`src/rtl/perf_counter_access_pkg.sv`:
```
// perf_counter_access_pkg: shared op encoding, FSM states and CSR page decode constants
package perf_counter_access_pkg;
    typedef enum logic [1:0] {
        PERF_READ  = 2'd0,
        PERF_WRITE = 2'd1,
        PERF_SET   = 2'd2,
        PERF_CLEAR = 2'd3
    } perf_acc_op_t;
    typedef enum logic [1:0] {
        ACC_IDLE,
        ACC_RD,
        ACC_WR,
        ACC_RESP
    } perf_acc_state_t;
    // addr[11:5] of the low-half (0xB00..0xB1F) and high-half (0xB80..0xB9F) windows
    localparam logic [6:0] PERF_CNT_PAGE = 7'h58;
    localparam logic [6:0] PERF_HI_PAGE  = 7'h5C;
endpackage

```
`src/rtl/perf_counter_access.sv`:
```
// perf_counter_access: sequences one CSR access into read / optional write-back / response on the perf-counter port
// Ports:
//   clk_i, rst_ni                   clock, async active-low reset
//   req_valid_i/req_ready_o         CSR request handshake; req_addr_i, req_op_i, req_wdata_i
//   rsp_valid_o/rsp_ready_i         response handshake; rsp_rdata_o (old value), rsp_illegal_o
//   perf_addr_o, perf_we_o,
//   perf_data_o, perf_data_i        counter array port (combinational read data)
module perf_counter_access
    import perf_counter_access_pkg::*;
#(
    parameter int unsigned XLEN     = 64,
    parameter logic [6:0]  CNT_PAGE = PERF_CNT_PAGE,
    parameter logic [6:0]  HI_PAGE  = PERF_HI_PAGE,
    parameter logic [4:0]  CNT_LO   = 5'd3,
    parameter logic [4:0]  CNT_HI   = 5'd31
) (
    input  logic            clk_i,
    input  logic            rst_ni,
    input  logic            req_valid_i,
    output logic            req_ready_o,
    input  logic [11:0]     req_addr_i,
    input  logic [1:0]      req_op_i,
    input  logic [XLEN-1:0] req_wdata_i,
    output logic            rsp_valid_o,
    input  logic            rsp_ready_i,
    output logic [XLEN-1:0] rsp_rdata_o,
    output logic            rsp_illegal_o,
    output logic [4:0]      perf_addr_o,
    output logic            perf_we_o,
    output logic [63:0]     perf_data_o,
    input  logic [63:0]     perf_data_i
);
    perf_acc_state_t state_q, state_d;
    perf_acc_op_t    op_q, op_d;
    logic [XLEN-1:0] wdata_q, wdata_d, rsp_rdata_q, rsp_rdata_d, old_v, new_v;
    logic            hi_q, hi_d, req_ready_q, req_ready_d, rsp_valid_q, rsp_valid_d;
    logic            rsp_illegal_q, rsp_illegal_d, perf_we_q, perf_we_d;
    logic [4:0]      perf_addr_q, perf_addr_d;
    logic [63:0]     perf_data_q, perf_data_d, mask, merged;
    logic [5:0]      sh;
    logic            is_lo, is_hi, legal, need_wr;

    always_comb begin
        is_lo   = req_addr_i[11:5] == CNT_PAGE;
        is_hi   = (XLEN == 32) && (req_addr_i[11:5] == HI_PAGE);
        // wrap-around subtraction turns the [CNT_LO, CNT_HI] window into one compare
        legal   = (is_lo || is_hi) && (5'(req_addr_i[4:0] - CNT_LO) <= 5'(CNT_HI - CNT_LO));
        sh      = hi_q ? 6'd32 : 6'd0;
        old_v   = XLEN'(perf_data_i >> sh);
        new_v   = op_q == PERF_WRITE ? wdata_q :
                  op_q == PERF_SET   ? old_v | wdata_q : old_v & ~wdata_q;
        // only the selected half is replaced; the other half passes through from the read
        mask    = (XLEN == 32 ? 64'hFFFF_FFFF : '1) << sh;
        merged  = (perf_data_i & ~mask) | (64'(new_v) << sh);
        need_wr = (op_q != PERF_READ) && (op_q == PERF_WRITE || |wdata_q);
        state_d       = state_q;
        op_d          = op_q;
        wdata_d       = wdata_q;
        hi_d          = hi_q;
        req_ready_d   = req_ready_q;
        rsp_valid_d   = rsp_valid_q;
        rsp_illegal_d = rsp_illegal_q;
        rsp_rdata_d   = rsp_rdata_q;
        perf_addr_d   = perf_addr_q;
        perf_we_d     = 1'b0;
        perf_data_d   = perf_data_q;
        case (state_q)
            ACC_IDLE: if (req_valid_i) begin
                op_d          = perf_acc_op_t'(req_op_i);
                wdata_d       = req_wdata_i;
                hi_d          = is_hi;
                req_ready_d   = 1'b0;
                rsp_illegal_d = !legal;
                if (legal) begin
                    state_d     = ACC_RD;
                    perf_addr_d = req_addr_i[4:0];
                end else begin
                    state_d     = ACC_RESP;
                    rsp_valid_d = 1'b1;
                    rsp_rdata_d = '0;
                end
            end
            ACC_RD: begin
                rsp_rdata_d = old_v;
                if (need_wr) begin
                    state_d     = ACC_WR;
                    perf_we_d   = 1'b1;
                    perf_data_d = merged;
                end else begin
                    state_d     = ACC_RESP;
                    rsp_valid_d = 1'b1;
                end
            end
            ACC_WR: begin
                state_d     = ACC_RESP;
                rsp_valid_d = 1'b1;
            end
            default: if (rsp_ready_i) begin
                state_d     = ACC_IDLE;
                rsp_valid_d = 1'b0;
                req_ready_d = 1'b1;
            end
        endcase
    end

    always_ff @(posedge clk_i or negedge rst_ni) begin
        if (!rst_ni) begin
            state_q       <= ACC_IDLE;
            op_q          <= PERF_READ;
            wdata_q       <= '0;
            hi_q          <= 1'b0;
            req_ready_q   <= 1'b1;
            rsp_valid_q   <= 1'b0;
            rsp_illegal_q <= 1'b0;
            rsp_rdata_q   <= '0;
            perf_addr_q   <= '0;
            perf_we_q     <= 1'b0;
            perf_data_q   <= '0;
        end else begin
            state_q       <= state_d;
            op_q          <= op_d;
            wdata_q       <= wdata_d;
            hi_q          <= hi_d;
            req_ready_q   <= req_ready_d;
            rsp_valid_q   <= rsp_valid_d;
            rsp_illegal_q <= rsp_illegal_d;
            rsp_rdata_q   <= rsp_rdata_d;
            perf_addr_q   <= perf_addr_d;
            perf_we_q     <= perf_we_d;
            perf_data_q   <= perf_data_d;
        end
    end

    assign req_ready_o   = req_ready_q;
    assign rsp_valid_o   = rsp_valid_q;
    assign rsp_illegal_o = rsp_illegal_q;
    assign rsp_rdata_o   = rsp_rdata_q;
    assign perf_addr_o   = perf_addr_q;
    assign perf_we_o     = perf_we_q;
    assign perf_data_o   = perf_data_q;
endmodule

```
`config.mk`:
```
export PLATFORM = sky130hd
export DESIGN_NAME = perf_counter_access
export DESIGN_NICKNAME = d
export VERILOG_FILES = /design/src/rtl/perf_counter_access_pkg.sv /design/src/rtl/perf_counter_access.sv
export SDC_FILE = /design/constraint.sdc
export NUM_CORES = 1
export LEC_CHECK = 0
export BUFFER_PORTS_ARGS = -buffer_cell sky130_fd_sc_hd__buf_2
export CAP_MARGIN = 20
export CORE_ASPECT_RATIO = 0.75
export CORE_MARGIN = 2
export CORE_UTILIZATION = 45
export CTS_BUF_LIST = sky130_fd_sc_hd__clkbuf_2 sky130_fd_sc_hd__clkbuf_4 sky130_fd_sc_hd__clkbuf_8
export DETAILED_ROUTE_END_ITERATION = 6
export HOLD_SLACK_MARGIN = 0.02
export PLACE_DENSITY = 0.75
export SYNTH_ARGS = -nofsm -noshare
export SYNTH_HDL_FRONTEND = slang
export SYNTH_SLANG_ARGS = --single-unit
```
`constraint.sdc`:
```
create_clock -name clk_i -period 3.3 [get_ports clk_i]
set_input_delay 0.33 -clock clk_i [delete_from_list [all_inputs] [get_ports clk_i]]
set_output_delay 0.33 -clock clk_i [all_outputs]
set_load 0.03 [all_outputs]
```
Yosys cells after proc, flatten, opt, wreduce, memory -nomap -nowiden
Index checks and enable logic that the tools add are counted.
- reduce and logical (&&, ||, !) cells: 18
- add/subtract/negate cells: 1
- bitwise logic cells: 4
- order comparisons: 1
- eq/ne operators: 8
- mux-type cells: 20
- operator list (cell ; number):
    2-to-1 mux 64 bit ; 4
    one-hot mux 64 bit (2 select lines) ; 1
    AND 64 bit ; 1
    NOT 64 bit ; 1
    bitwise OR 64 bit ; 1
    OR reduction 64 bit ; 1
    2-to-1 mux 1 bit ; 9
    AND reduction 3 bit ; 3
    equality test 7 bit, second input constant ; 1
    2-to-1 mux 2 bit ; 3
    inequality test 2 bit, second input constant ; 3
    one-hot mux 2 bit (3 select lines) ; 1
    AND reduction 2 bit ; 3
    nonzero test 2 bit ; 3
    less-or-equal comparator 5 bit, second input constant ; 1
    subtractor 5 x 2 -> 5 bit, second input constant ; 1
    equality test 2 x 1 -> 1 bit, second input constant ; 2
    equality test 2 bit, second input constant ; 2
    AND reduction 4 bit ; 1
    nonzero test 4 bit ; 1
    one-hot mux 1 bit (3 select lines) ; 1
    logical AND 1 bit ; 2
    logical NOT 2 bit ; 1
    one-hot mux 1 bit (2 select lines) ; 1
    other kinds (4) ; 4
- output and inout port bits: 137
- logic and storage cells: 62
- flip-flop bits (word level): 205
- bits of input ports: 146

Depth between registers and ports, before layout
Gate-level depths: netlist (run 1).
- depth in word-level cells: 6
- depth in mapped cells: 10
- depth with buffers taken out: 7

Least setup slack after synthesis (run 1)
No wires, ideal clock.
- path kind: flip-flop to flip-flop
- start point: register wdata_q[61]
- end point: register perf_data_q[14] (netlist: perf_data_o[14])
- path slack: 1246 ps
- library setup time: 125 ps
- cell stages (with the launch flop): 8
- clock period less this slack: 2054 ps
- data required time: 3175 ps
- data arrival time: 1928 ps
- path buffers: 2
- cells stage by stage: dfrtp_1 -> nor4_1 -> nand4_1 -> nor4_2 -> a21o_2 -> buf_12 -> buf_12 -> mux2_4
- cells in the longest elaborated chain, start to end: 4
- RTL lines (what ; RTL line ; source):
    from (decl) ; perf_counter_access.sv:35 ; logic [XLEN-1:0] wdata_q, wdata_d, rsp_rdata_q, rsp_rdata_d, old_v, new_v;
    from (signal assigned) ; perf_counter_access.sv:122 ; wdata_q <= wdata_d;
    OR reduction 64 bit ; perf_counter_access.sv:55 ; need_wr = (op_q != PERF_READ) && (op_q == PERF_WRITE || |wdata_q);
    logical OR 1 bit ; perf_counter_access.sv:55 ;
    logical AND 1 bit ; perf_counter_access.sv:55 ;
    AND reduction 2 bit (no line) ; n/a ;
    to (signal assigned) ; perf_counter_access.sv:130 ; perf_data_q <= perf_data_d;
    to (decl) ; perf_counter_access.sv:39 ; logic [63:0] perf_data_q, perf_data_d, mask, merged;
No other way between the ends.
A chain may end at the register's enable or synchronous reset.

Worst setup path after layout (run 1)
- start point: register wdata_q[55]
- end point: register perf_data_q[0] (netlist: perf_data_o[0])
The elaborated chain is that of the path after synthesis.

==> impl_metrics.sql, run 1 <==
INSERT INTO impl_metrics (metric_group, metric, value, unit) VALUES
('cells_and_area', 'layout.cells.most_common', 'sky130_fd_sc_hd__buf_2', ''),
('synthesis', 'netlist-cell-type-count', '35', ''),
('timing', 'fin_setup_tns', '0', 'ps'),
('die', 'row_count', '46', ''),
('die', 'fp.coreArea', '0.0212', 'mm2'),
('synthesis', 'synth.yosys.warnings', '0', ''),
('cells_and_area', 'filler_cell_count', '1841', ''),
('die', 'start_util', '0.460', ''),
('power', 'power_frac_comb', '0.509', ''),
('cells_and_area', 'most_frequent_cells_in_the_layout', 'sky130_fd_sc_hd__buf_2 (281), sky130_fd_sc_hd__dfrtp_1 (202), sky130_fd_sc_hd__nand2_1 (132)', ''),
('synthesis', 'synth_top_area_frac', '0.523', ''),
('synthesis', 'synth.largest_area_cell', 'sky130_fd_sc_hd__dfrtp_1', ''),
('die', 'die_area', '0.0229', 'mm2'),
('detailed_routing', 'violation_count_after_the_first_detailed_routing_iteration', '384', ''),
('setup_path', 'timing.critical_path.max_delay_family', 'simple AND/OR/NAND/NOR gates', ''),
('setup_path', 'timing.critical_path.to_type', 'flip-flop', ''),
('timing', 'finalClockSkew', '12.1', 'ps'),
('power', 'internal-power', '8.19', 'mW'),
('die', 'die_h', '132', 'um'),
('timing', 'worst_tran_pin_value', '815', 'ps'),
('synthesis', 'syn-num-nets', '997', ''),
('power', 'sw_frac_of_total', '0.439', ''),
('status', 'status', 'finished clean', ''),
('setup_path', 'cpPeakStageDelay', '700', 'ps'),
('synthesis', 'synth.cell_area', '0.00976', 'mm2'),
('detailed_routing', 'detailedRoute.firstPassIterationCount', '5', ''),
('synthesis', 'synth.yosys.seq_area_share', '0.526', ''),
('power', 'ir_worst_vdd', '495', 'uV'),
('timing', 'timing.final.setup_violations', '0', ''),
('synthesis', 'ys_seq_elements', '205', ''),
('grt', 'first_pass_grt_wire_length', '43100', 'um'),
('power', 'sequentialPowerShare', '0.337', ''),
('setup_path', 'path_cells', 'nor4_1 > nand4_1 > nor4_2 > a21o_4 > buf_12 > mux2_2', ''),
('cells_and_area', 'area_growth', '24.3', '%'),
('grt', 'antenna_found_initial', '2', ''),
('setup_path', 'cp_num_buf_inv', '1', ''),
('clocking', 'clkTransAtPathRegs', '60', 'ps'),
('timing', 'max_clock_freq', '325', 'MHz'),
('setup_path', 'critical_path_required', '3680', 'ps'),
('synthesis', 'synthesized_netlist_cell_count', '847', ''),
('detailed_routing', 'wire_per_inst', '18.8', 'um'),
('timing', 'max-slew-margin-rel', '0.457', ''),
('timing', 'final_min_period_over_clock_period', '0.934', ''),
('synthesis', 'ys_top_cells_by_area', 'sky130_fd_sc_hd__dfrtp_1 (52%), sky130_fd_sc_hd__mux2_2 (9.9%), sky130_fd_sc_hd__mux2_4 (7.5%)', ''),
('timing', 'grt_setup_unrepaired', 'false', ''),
('power', 'power-per-cell-area', '1200', 'mW/mm2'),
('clocking', 'post_cts_resize_count', '0', ''),
('cells_and_area', 'area.sequential', '0.00514', 'mm2'),
('setup_path', 'crit_path_max_fanout', '27', ''),
('detailed_routing', 'drc_errors', '0', ''),
('power', 'power.net_switching', '6.41', 'mW'),
('run', 'maxCapViolations', '0', ''),
('clocking', 'numCtsBuffers', '35', ''),
('die', 'num_io_pins', '283', ''),
('setup_path', 'crit_slowest_cell', 'sky130_fd_sc_hd__nor4_1', ''),
('clocking', 'clock_tree_from_tritoncts', 'done', ''),
('setup_path', 'worst-setup-path-type', 'reg2reg', ''),
('grt', 'track_usage', '0.237', ''),
('timing', 'final-hold-violation-count', '0', ''),
('detailed_routing', 'viasPerCell', '5.32', ''),
('clocking', 'clockRootBuffer', 'sky130_fd_sc_hd__clkbuf_8', ''),
('cells_and_area', 'drive_above_1_share', '0.437', ''),
('detailed_routing', 'dr_total_vias', '7640', ''),
('setup_path', 'startpoint_type', 'flip-flop', ''),
('cells_and_area', 'multiInputGateArea', '0.00430', 'mm2'),
('grt', 'first_global_vias', '7678', ''),
('placed_design', 'dpl.hpwl', '19000', 'um'),
('clocking', 'cts_max_level', '2', ''),
('cells_and_area', 'utilization', '0.571', ''),
('clocking', 'clock-sinks', '205', ''),
('placed_design', 'port_buffer_count', '282', '');
[power by group through the flow]
| stage | logic [mW] | clock network (mW) | registers [mW] |
|---|---|---|---|
| 6_report | 7.43 | 2.25 | 4.93 |
| 5_1_grt | 8.03 | 2.45 | 5.12 |
| 4_1_cts | 7.49 | 2.32 | 4.92 |
| 3_5_place_dp | 7.49 | 0 | 4.93 |
| 3_3_place_gp | 7.28 | 0 | 4.89 |
| 2_1_floorplan | 4.25 | 0 | 6.16 |
[worst reg2reg max path, cell delays in order, from the launching register on]
cell	delay, ps
sky130_fd_sc_hd__dfrtp_1	420
sky130_fd_sc_hd__nor4_1	700
sky130_fd_sc_hd__nand4_1	240
sky130_fd_sc_hd__nor4_2	590
sky130_fd_sc_hd__a21o_4	380
sky130_fd_sc_hd__buf_12	280
sky130_fd_sc_hd__mux2_2	370
[sequential cells by signal (all words and copies together) (netlist names)]
name and cells:
rsp_valid_o 1, req_ready_o 1, perf_we_o 1, rsp_rdata_o 64, rsp_illegal_o 1, state_q 2, wdata_q 64, op_q 2
perf_data_o 64, perf_addr_o 5
[cells in the mapped netlist, drive strengths merged]
master   count
a2111oi      1
ha           4
and2         1
dfrtp      204
nor4        17
o21a         2
nor4bb       2
buf         25
o31ai        1
xnor2       64
mux2       135
inv          5
dfstp        1
nor3         3
nor3b        1
a211o        1
nand2b       1
clkbuf      33
or2          1
nand4        4
a311oi       1
a221oi      64
o21ai       69
a21o         3
a21oi        3
nand4bb      2
nor2        67
nand2      132
[path summary, 6_finish.rpt]
| check | startpoint | endpoint | slack [ps] | cells after the start |
|---|---|---|---|---|
| max in group asynchronous | rst_ni | wdata_q[46] | 1980 | 3 |
| setup / recovery | wdata_q[55] | perf_data_o[0] | 220 | 6 |
| hold reg to reg | rsp_rdata_o[59] | rsp_rdata_o[59] | 470 | 2 |
| hold / removal | req_wdata_i[60] | wdata_q[60] | 60 | 2 |
| setup reg to reg | wdata_q[55] | perf_data_o[0] | 220 | 6 |
| min in group asynchronous | rst_ni | rsp_rdata_o[53] | 470 | 2 |
[kinds of logic (layout without fill, tap and decap cells)]
kind of cell,after synthesis,count (layout),synth area share
XOR/XNOR,64,64,0.0574
flip-flops,205,205,0.526
adder cells (fa/ha/maj),4,4,0.00513
AND/OR/NAND/NOR,231,231,0.0992
buffers and inverters,63,363,0.0363
multiplexers,135,135,0.175
AO/OA/AOI/OAI,145,145,0.102
other,0,2,0
[layer usage]
layer  track usage  vias up  routed length, um
met5             0        -                  0
li1              -     3567                  -
met4        0.0677        0                511
met1         0.340     3741              12500
met3        0.0564       41               1830
met2         0.359      291              12100
[through the flow]
step                      setup slack (ps)  hold slack, ps  instances  instance area [um2]  total power [mW]
final                                  219            60.3       1437                12100              14.6
after global placement                 203             456       1376                11400              12.2
after floorplan                       1250            34.4        847                 9760              10.4
after CTS                              220            22.1       1435                12100              14.7
after global routing                  84.3            22.3       1437                12100              15.6
after detailed placement               220             465       1376                11400              12.4
[repair_timing]
action                     CTS  global route
hold buffers                 2             0
setup endpoints to repair    0             0
hold endpoints to repair    90             0
[final cells by class]
cell class,instances,area share
sequential,205,0.423
clock buffer,53,0.0539
clock inverter,4,0.00186
tap,288,0.0297
multi-input combinational,579,0.355
inverter,5,0.00155
timing repair buffer,301,0.134
antenna,2,0.000413
Note: power is estimated with default switching activity, not from simulation.
==> run 2: changes to the inputs <==
==> constraint.sdc (replaced) <==
create_clock -name clk_i -period 3.6 [get_ports clk_i]
set_input_delay 0.36 -clock clk_i [delete_from_list [all_inputs] [get_ports clk_i]]
set_output_delay 0.36 -clock clk_i [all_outputs]
set_load 0.03 [all_outputs]
==> impl_metrics.sql, run 2 (same netlist as run 1, synthesis figures left out) <==
INSERT INTO impl_metrics (metric_group, metric, value, unit) VALUES
('cells_and_area', 'layout.cell_area.non_filler', '0.0122', 'mm2'),
('setup_path', 'critical_path_required', '3980', 'ps'),
('placed_design', 'place_worst_setup_slack', '480', 'ps'),
('timing', 'worst_slack', '524', 'ps'),
('detailed_routing', 'detailedRoute.firstPassIterationCount', '6', ''),
('timing', 'min_period', '3080', 'ps'),
('setup_path', 'startpoint_type', 'flip-flop', ''),
('clocking', 'clock_tree.buffer_depth', '3', ''),
('grt', 'track_usage', '0.233', ''),
('grt', 'first_pass_grt_wire_length', '42400', 'um'),
('cells_and_area', 'post_layout_nonfiller_instances', '1436', ''),
('cells_and_area', 'drive_above_1_share', '0.438', ''),
('timing', 'worst_tran_pin_value', '792', 'ps'),
('setup_path', 'timing.critical_path.to_type', 'flip-flop', ''),
('cells_and_area', 'layout.cells.most_common', 'sky130_fd_sc_hd__buf_2', ''),
('grt', 'first_global_vias', '7420', ''),
('grt', 'largest_net_degree_at_the_start_of_global_routing', '89', ''),
('run', 'maxCapViolations', '0', ''),
('placed_design', 'port_buffer_count', '282', ''),
('setup_path', 'worst-setup-path-type', 'reg2reg', ''),
('cells_and_area', 'multiInputGateArea', '0.00430', 'mm2'),
('detailed_routing', 'viasPerCell', '5.26', ''),
('clocking', 'cts_max_level', '2', ''),
('grt', 'antenna_found_initial', '1', ''),
('clocking', 'clock_tree_from_tritoncts', 'done', ''),
('die', 'num_io_pins', '283', ''),
('status', 'status', 'finished clean', ''),
('setup_path', 'crit_slowest_cell', 'sky130_fd_sc_hd__nor4_1', ''),
('power', 'clockPowerShare', '0.165', ''),
('hold_path', 'hp-class', 'in2reg', ''),
('power', 'sum_of_internal_switching_and_leakage_power', '13.5', 'mW'),
('cells_and_area', 'net_count_reported_at_finish', '1273', ''),
('detailed_routing', 'totalWireLength', '26700', 'um'),
('placed_design', 'placed_cells', '1373', ''),
('placed_design', 'replace_congestion', '0.775', ''),
('power', 'sw_frac_of_total', '0.434', ''),
('setup_path', 'cpPeakStageDelay', '560', 'ps'),
('placed_design', 'dpl.hpwl', '18500', 'um'),
('power', 'internal-power', '7.65', 'mW'),
('power', 'power-per-cell-area', '1110', 'mW/mm2'),
('clocking', 'insertion_delay', '510', 'ps'),
('detailed_routing', 'final_antenna_net_count', '0', ''),
('clocking', 'clkTransAtPathRegs', '60', 'ps'),
('timing', 'final-hold-violation-count', '0', ''),
('die', 'fp.coreArea', '0.0212', 'mm2'),
('detailed_routing', 'dr_total_vias', '7560', ''),
('detailed_routing', 'drc_errors', '0', ''),
('clocking', 'clock-sinks', '205', ''),
('cells_and_area', 'area.sequential', '0.00514', 'mm2'),
('clocking', 'numCtsBuffers', '35', ''),
('power', 'leakage', '5.75', 'nW'),
('timing', 'maxSlewViolCount', '0', ''),
('timing', 'finalClockSkew', '20.7', 'ps'),
('detailed_routing', 'wire_per_inst', '18.6', 'um'),
('die', 'die_h', '132', 'um'),
('power', 'power_frac_comb', '0.503', ''),
('timing', 'max_clock_freq', '325', 'MHz'),
('cells_and_area', 'most_frequent_cells_in_the_layout', 'sky130_fd_sc_hd__buf_2 (281), sky130_fd_sc_hd__dfrtp_1 (202), sky130_fd_sc_hd__nand2_1 (132)', ''),
('timing', 'final_min_period_over_clock_period', '0.854', ''),
('setup_path', 'crit_path_max_fanout', '17', ''),
('power', 'sequentialPowerShare', '0.331', ''),
('cells_and_area', 'filler_cell_count', '1800', ''),
('die', 'row_count', '46', ''),
('setup_path', 'worst-endpoint-arrival', '3450', 'ps'),
('die', 'die_area', '0.0229', 'mm2'),
('die', 'start_util', '0.460', ''),
('timing', 'fin_setup_tns', '0', 'ps'),
('placed_design', 'postPlaceCellArea', '0.0114', 'mm2'),
('detailed_routing', 'violation_count_after_the_first_detailed_routing_iteration', '461', ''),
('timing', 'max-slew-margin-rel', '0.472', ''),
('cells_and_area', 'area_growth', '24.6', '%'),
('timing', 'timing.final.setup_violations', '0', ''),
('die', 'die-width', '174', 'um'),
('timing', 'grt_setup_unrepaired', 'false', ''),
('power', 'ir_worst_vdd', '548', 'uV'),
('grt', 'grt-ovfl-total', '0', ''),
('clocking', 'clockRootBuffer', 'sky130_fd_sc_hd__clkbuf_8', ''),
('power', 'power.net_switching', '5.88', 'mW'),
('setup_path', 'path_cells', 'nor4_1 > nand4_1 > nor4_2 > a21o_4 > buf_4 > mux2_4', ''),
('clocking', 'post_cts_resize_count', '0', '');
-- run 2: critical path: cells and delay by family, from the launching register on --
kind	cells	cell delay (ps)
multiplexers	1	330
AND/OR/NAND/NOR	3	1430
buffers and inverters	1	380
AO/OA/AOI/OAI	1	370
flip-flops	1	430
-- run 2: final timing paths --
kind,start,end,slack (ps),cells past startpoint
worst max-delay path,wdata_q[48],perf_data_o[30],520,6
worst min-delay path,req_wdata_i[8],wdata_q[8],80,2
worst max register to register,wdata_q[48],perf_data_o[30],520,6
worst min register to register,rsp_rdata_o[60],rsp_rdata_o[60],470,2
max in group asynchronous,rst_ni,perf_data_o[13],2160,3
min in group asynchronous,rst_ni,perf_data_o[53],460,2
-- run 2: layer usage --
metal  wire, um  track usage  part of all wire
met5          0            0                 0
met2      11900        0.352              0.45
met1      12600        0.343              0.47
met3       1810       0.0503             0.068
met4        391       0.0537             0.015
-- run 2: power groups by stage --
| stage | Clock, mW | Sequential (mW) | Combinational [mW] |
|---|---|---|---|
| after global routing | 2.42 | 4.66 | 7.33 |
| final | 2.24 | 4.48 | 6.80 |
| after CTS | 2.30 | 4.47 | 6.88 |
| after detailed placement | 0 | 4.48 | 6.88 |
| after floorplan | 0 | 5.65 | 3.90 |
| after global placement | 0 | 4.45 | 6.70 |
-- run 2: per-stage QoR --
stage | utilization | hold WS (ps)
5_1_grt | 0.573 | 48.8
2_1_floorplan | - | 64.4
3_3_place_gp | 0.536 | 451
3_5_place_dp | 0.536 | 452
6_report | 0.573 | 83.6
4_1_cts | 0.573 | 46.4
-- run 2: cell type report --
class / count / share of cell area
clock buffer: 61 / 0.0623
antenna: 1 / 0.000206
inverter: 5 / 0.00154
multi-input combinational: 579 / 0.354
tap: 288 / 0.0296
timing repair buffer: 297 / 0.130
sequential: 205 / 0.422
-- run 2: what timing repair did --
action                                 CTS  global route
endpoints found under the hold margin   83             0
hold buffers                             1             0
buffers inserted                         0             0
